==> src/rtl/at_byte_collector.sv <==
// Reassembles the serial AT result byte stream into whole words (MSB-first) and
// offers them downstream via a 2-entry first-fall-through FIFO.
module at_byte_collector #(
    parameter int NUM_BYTES = 16,
    parameter int DATA_W    = 8,
    parameter int TIMEOUT   = 64
) (
    input  logic                          clk,
    input  logic                          rst_n,
    input  logic                          in_valid,
    input  logic [DATA_W-1:0]             in_data,
    input  logic                          word_ready,
    input  logic                          err_clr,
    output logic                          word_valid,
    output logic [NUM_BYTES*DATA_W-1:0]   word_data,
    output logic [1:0]                    fill_cnt,
    output logic                          overflow,
    output logic                          frag_err
);
    localparam int W     = NUM_BYTES * DATA_W;
    localparam int IDX_W = (NUM_BYTES > 1) ? $clog2(NUM_BYTES) : 1;

    localparam logic [0:0] S_IDLE    = 1'b0;
    localparam logic [0:0] S_COLLECT = 1'b1;

    localparam logic [IDX_W-1:0] IDX_LAST = IDX_W'(NUM_BYTES - 1);
    localparam logic [7:0]       GAP_LAST = 8'(TIMEOUT - 1);

    logic [0:0]       state_q, state_d;
    logic [IDX_W-1:0] idx_q, idx_d;
    logic [7:0]       gap_q, gap_d;
    logic [W-1:0]     asm_q, asm_d;
    logic [W-1:0]     byte_word;
    logic             push, frag_set;

    logic [W-1:0]     mem_q [2];
    logic [W-1:0]     hold_q;
    logic             rd_q, wr_q;
    logic [1:0]       cnt_q, cnt_d;
    logic             pop, accept, ovf_set;
    logic             ovf_q, frag_q;

    // Shifting in at the bottom lands byte 0 in the top lane once the word completes.
    assign byte_word = {asm_q[W-DATA_W-1:0], in_data};

    always_comb begin
        state_d  = state_q;
        idx_d    = idx_q;
        gap_d    = gap_q;
        asm_d    = asm_q;
        push     = 1'b0;
        frag_set = 1'b0;
        case (state_q)
            S_IDLE: begin
                if (in_valid) begin
                    asm_d   = byte_word;
                    idx_d   = IDX_W'(1);
                    gap_d   = 8'd0;
                    state_d = S_COLLECT;
                end
            end
            default: begin
                if (in_valid) begin
                    asm_d = byte_word;
                    gap_d = 8'd0;
                    if (idx_q == IDX_LAST) begin
                        push    = 1'b1;
                        idx_d   = '0;
                        state_d = S_IDLE;
                    end else begin
                        idx_d = idx_q + IDX_W'(1);
                    end
                end else if (gap_q == GAP_LAST) begin
                    frag_set = 1'b1;
                    idx_d    = '0;
                    gap_d    = 8'd0;
                    state_d  = S_IDLE;
                end else begin
                    gap_d = gap_q + 8'd1;
                end
            end
        endcase
    end

    assign pop     = (cnt_q != 2'd0) && word_ready;
    assign accept  = push && ((cnt_q != 2'd2) || pop);
    assign ovf_set = push && (cnt_q == 2'd2) && !pop;

    always_comb begin
        cnt_d = cnt_q;
        if (accept && !pop)      cnt_d = cnt_q + 2'd1;
        else if (!accept && pop) cnt_d = cnt_q - 2'd1;
    end

    always_ff @(posedge clk) begin
        if (!rst_n) begin
            state_q  <= S_IDLE;
            idx_q    <= '0;
            gap_q    <= 8'd0;
            asm_q    <= '0;
            mem_q[0] <= '0;
            mem_q[1] <= '0;
            hold_q   <= '0;
            rd_q     <= 1'b0;
            wr_q     <= 1'b0;
            cnt_q    <= 2'd0;
            ovf_q    <= 1'b0;
            frag_q   <= 1'b0;
        end else begin
            state_q <= state_d;
            idx_q   <= idx_d;
            gap_q   <= gap_d;
            asm_q   <= asm_d;
            cnt_q   <= cnt_d;
            if (accept) begin
                mem_q[wr_q] <= byte_word;
                wr_q        <= ~wr_q;
            end
            if (pop) begin
                hold_q <= mem_q[rd_q];
                rd_q   <= ~rd_q;
            end
            // Set beats a same-cycle clear.
            ovf_q  <= ovf_set  | (ovf_q  & ~err_clr);
            frag_q <= frag_set | (frag_q & ~err_clr);
        end
    end

    // When drained, keep showing the last popped word instead of a stale slot.
    assign word_data  = (cnt_q == 2'd0) ? hold_q : mem_q[rd_q];
    assign word_valid = (cnt_q != 2'd0);
    assign fill_cnt   = cnt_q;
    assign overflow   = ovf_q;
    assign frag_err   = frag_q;

endmodule

==> config.mk <==
export PLATFORM = sky130hd
export DESIGN_NAME = at_byte_collector
export DESIGN_NICKNAME = d
export VERILOG_FILES = /design/src/rtl/at_byte_collector.sv
export SDC_FILE = /design/constraint.sdc
export NUM_CORES = 1
export LEC_CHECK = 0
export ABC_AREA = 1
export CAP_MARGIN = 20
export CORE_MARGIN = 10
export CORE_UTILIZATION = 54
export CTS_CLUSTER_SIZE = 25
export DETAILED_ROUTE_END_ITERATION = 8
export PLACE_DENSITY = 0.77
export SYNTH_ARGS = -nofsm -noshare
export SYNTH_HDL_FRONTEND = slang
export SYNTH_SLANG_ARGS = --single-unit
==> constraint.sdc <==
create_clock -name clk -period 16.2 [get_ports clk]
set_clock_uncertainty 0.1 [all_clocks]
set_input_delay 1.62 -clock clk [delete_from_list [all_inputs] [get_ports clk]]
set_output_delay 1.62 -clock clk [all_outputs]
set_load 0.1 [all_outputs]
Yosys cells after proc, flatten, opt, wreduce, memory -nomap -nowiden

Memory sizes are Yosys's and may differ from the RTL's. A register that Yosys moved wholly into a read port is not among the register bits.
Index checks and enable logic that the tools add are counted.

Multiplexer cells: 32
Eq/ne operators: 4
Bitwise logic cells: 7
Add/subtract/negate cells: 4
Reduce and logical (&&, ||, !) cells: 16

Operator list:

| kind                                                | number |
|---|---|
| 2-to-1 mux 128 bit                                  | 2 |
| OR reduction 128 bit                                | 1 |
| 2-to-1 mux 8 bit                                    | 4 |
| 2-to-1 mux 4 bit                                    | 5 |
| 2-to-1 mux 1 bit                                    | 19 |
| adder 8 x 1 -> 8 bit, second input constant         | 1 |
| equality test 8 x 6 -> 1 bit, second input constant | 1 |
| nonzero test 2 bit                                  | 4 |
| logical AND 1 bit                                   | 6 |
| adder 4 x 1 -> 4 bit, second input constant         | 1 |
| equality test 4 bit, second input constant          | 1 |
| 2-to-1 mux 2 bit                                    | 2 |
| NOT 1 bit                                           | 3 |
| adder 2 x 1 -> 2 bit, second input constant         | 1 |
| AND 1 bit                                           | 2 |
| equality test 2 bit, second input constant          | 1 |
| logical NOT 1 bit                                   | 2 |
| logical NOT 2 bit                                   | 1 |
| inequality test 2 bit, second input constant        | 1 |
| bitwise OR 1 bit                                    | 2 |
| AND reduction 2 bit                                 | 1 |
| subtractor 2 x 1 -> 2 bit, second input constant    | 1 |
| logical OR 1 bit                                    | 1 |

Bits in writable memories: 256
Input port bits: 13
Logic and storage cells: 74
Memories kept: 1
Bits in registers: 267
Output and inout bits: 133

Memory list:

| memory | words | bits a word | rd ports | clocked after memory_dff | wr ports | RTL line | RTL |
|---|---|---|---|---|---|---|---|
| mem_q  | 2     | 128         | 1        | 1                        | 2        | 36       | `logic [W-1:0] mem_q [2];` |

Longest topological paths before layout

Depth after elaboration: 10
Gate-level depth with buffers: 11
Mapped depth without buffers: 10

Least setup slack after synthesis

No wires, ideal clock.

Path type: input to register
Start: in in_valid
End: mem mem_q[0][0] in the netlist's numbering (enable)
Library setup time: 0.792 ns
Required time: 15.308 ns
Path slack: 4.145 ns
Stages on the path: 7
Data arrival time: 11.164 ns
Buffers on the path: 1
Cells stage by stage: buf_2 > nand2_2 > nor2_2 > inv_2 > nor2_2 > inv_2 > o21ai_0

RTL lines:

| item        | RTL line | RTL |
|---|---|---|
| from (decl) | 10       | `input logic in_valid,` |
| to (decl)   | 36       |  |

Worst setup path after layout

Start: reg cnt_q[0] (netlist: fill_cnt[0])
End: out word_data[71]

Longest elaborated chain between the ends: 2

RTL lines:

| item                   | RTL line | RTL |
|---|---|---|
| from (decl)            | 39       | `logic [1:0] cnt_q, cnt_d;` |
| from (signal assigned) | 114      | `cnt_q <= cnt_d;` |
| logical NOT 2 bit      | 130      | `assign word_data = (cnt_q == 2'd0) ? hold_q : mem_q[rd_q];` |
| 2-to-1 mux 128 bit     | 130      |  |
| to (decl)              | 15       | `output logic [NUM_BYTES*DATA_W-1:0] word_data,` |

Every way passes these cells.

==> qor.yml <==
syn_area_um2: 22400
final_hold_viol_count: 0
start_kind: "register"
synthCells: 2463
maxSlewViolCount: 0
cts_buffers: 52
nNetsFinal: 2527
worstPathRequired_ns: 14.48
period_share: 0.382
htreeDepth: 2
grt_pass1_vias: 15400
fmax_mhz: 162
yosys_warnings: 0
clock_latency_ns: 0.59
period_needed_ns: 6.18
dieWidth_um: 224
gp_congestion: 0.768
instances_no_fill: 3087
clk_path_buf_depth: 3
grt.overflow.total: 0
yosys.area_share.simple: 0.134
synth_top_family_by_area: "compound AO/OA/AOI/OAI gates"
critical-path-max-stage-delay_ns: 1.17
synth_nets: 2479
critPathTopFamily: "buffers and inverters"
core.rowCount: 74
crit_slowest_cell: "clkdlybuf4s50_1"
antenna_found_initial: 0
synth_compound_area_frac: 0.174
ir_drop_uv: 84.0
reg2reg_to: "mem_q[0][46]"
root_buffer: "clkbuf_16"
maxCapViolations: 0
avgSynthCellArea_um2: 9.10
initial_core_util: 0.548
routedWlPerCell_um: 15.5
run_status: "finished clean"
power_density_nw_per_um2: 135
cts_tree: "done"
clk_pin_slew_ns: 0.06
worstHoldStart: "hold_q[51]"
cts_resized: 0
coreArea_um2: 40900
r2r_start: "idx_q[0]"
worst_pin_slew_ns: 1.11
synth_seq_cells: 524
postRouteAntennaNets: 0
die_y_um: 224
synth_cell_types: 28
path_class: "register to output pin"
min_delay_worst_endpoint: "hold_q[51]"
ff2ff_setup_slack_ns: 12.27
rsz0062_at_grt: "no"
syn2layout_area_growth_pct: 14.0
grt_max_degree: 124
num_vias: 16100
mostFrequentLayoutCells: "o21ai_0 (510), inv_1 (398), nand2_1 (289), dfxtp_1 (267), a21oi_1 (264)"
p_leak_nw: 8.90
min_path_type: "register to register"
track_usage: 0.186
numPortBuffers: 145
setup_viol_count_final: 0
cts_hold_buf: 0
die_area_um2: 50000
ios: 146
clock_sinks: 524
cp_data_arrival_time_ns: 4.46
yosysSeqAreaShare: 0.582
drc: 0
final_common_cell: "o21ai_0"
synth_mux_area_frac: 0
reg2reg_depth: 9
placed_cells: 2987
post-cts-setup-buffers: 0
power_w: 0.00345
grt_pass1_wl_um: 77900
hold_path_depth: 2
drt_iter0_markers: 1300
cp-end-kind: "output pin"
crit_buf_inv: 4
synthAdderAreaFrac: 0.00167
drt_wl_total_um: 47900
synthXorXnorAreaFrac: 0.000782
fin_tns_setup_ns: 0
crit_fanout: 102
cpMostUsedCell: "buf_4"
num_antenna_cells: 0
slew_headroom: 0.257
drive_above_1_share: 0.0853
dp_hpwl_um: 29500
drt-vias-per-instance: 5.22
crit_chain: "inv_2, nand2_4, buf_4, buf_4, nand2_1, o21ai_0, clkdlybuf4s50_1"
first_pass_iters: 6
worst register-to-register path, delay by kind of cell, from the launching register on:
kind,cells,cell delay [ns]
adders and majority gates,1,0.20
AOI/OAI and AO/OA,1,0.65
DFF,1,0.39
and+or+nand+nor,3,0.48
buffers and inverters,4,1.69
sequential cells by signal, summed over array words and instances (netlist names), named ones only:
name      count
mem_q       256
hold_q      128
asm_q       120
gap_q         8
idx_q         4
fill_cnt      2
frag_err      1
overflow      1
rd_q          1
state_q       1
wr_q          1
per-layer routing:
metal | vias up | wire, um | GRT usage
met5 | - | 0 | 0
met4 | 0 | 1280 | 0.0595
met3 | 80 | 2580 | 0.0345
met2 | 389 | 23400 | 0.317
met1 | 7576 | 20600 | 0.235
li1 | 8084 | - | -
stage by stage:
step | setup WS [ns] | utilization | hold slack, ns | cell area, um^2
floorplan | 4.14 | - | 0.325 | 22400
global placement | 10.78 | 0.582 | 0.334 | 23800
detailed placement | 10.60 | 0.582 | 0.339 | 23800
CTS | 9.95 | 0.623 | 0.348 | 25500
global route | 9.58 | 0.624 | 0.358 | 25600
finish | 10.02 | 0.624 | 0.346 | 25600
cell families after synthesis:
kind of cell | Yosys count
adders and majority gates | 3
and+or+nand+nor | 586
DFF | 524
xor gates and xnor gates | 2
AOI/OAI and AO/OA | 778
buffers and inverters | 570
Yosys cell counts:
cell,number,area (um^2)
nand2_1,292,1100
nor2_2,2,12.5
edfxtp_1,256,7690
ha_1,3,37.5
nor3_1,1,5.00
a21oi_1,264,1320
buf_6,2,22.5
buf_4,1,7.51
buf_1,11,41.3
dfxtp_1,268,5370
buf_2,46,230
nor2_1,166,623
xor2_1,1,8.76
nand4_1,3,18.8
nand2_2,1,6.26
inv_1,398,1490
o21ai_0,511,2560
buf_12,11,220
nand3_1,16,80.1
o21bai_1,1,7.51
clkbuf_1,98,368
o21ai_1,1,5.00
nor2_4,101,1140
inv_2,3,11.3
nand2_4,1,11.3
or2_2,3,18.8
xnor2_1,1,8.76
o21a_1,1,7.51
power by group:
part,switching [W],total (W),internal (W)
Sequential,0.0000271,0.00149,0.00147
Combinational,0.000622,0.000775,0.000153
Clock,0.000501,0.00118,0.000679
Total,0.00115,0.00345,0.00230
area by class of cell:
cell class                 count  area [um^2]
tap                          532          666
clock inverter                24          211
fill                        3280        15400
multi-input combinational   1369         7020
sequential                   524        13100
inverter                     401         1510
timing repair buffer         163         1630
clock buffer                  74         1470
worst max-delay path by stage:
stage          depth (start not counted)        start  slack [ns]             to
4_1_cts                                7  fill_cnt[0]        9.95  word_data[70]
2_1_floorplan                          7     in_valid        4.14    mem_q[0][0]
5_1_grt                                7  fill_cnt[0]        9.58  word_data[72]
3_3_place_gp                           7  fill_cnt[0]       10.78  word_data[66]
3_5_place_dp                           7  fill_cnt[0]       10.60  word_data[70]
6_report                               7  fill_cnt[0]       10.02  word_data[71]
(Power assumes the default switching activity.)
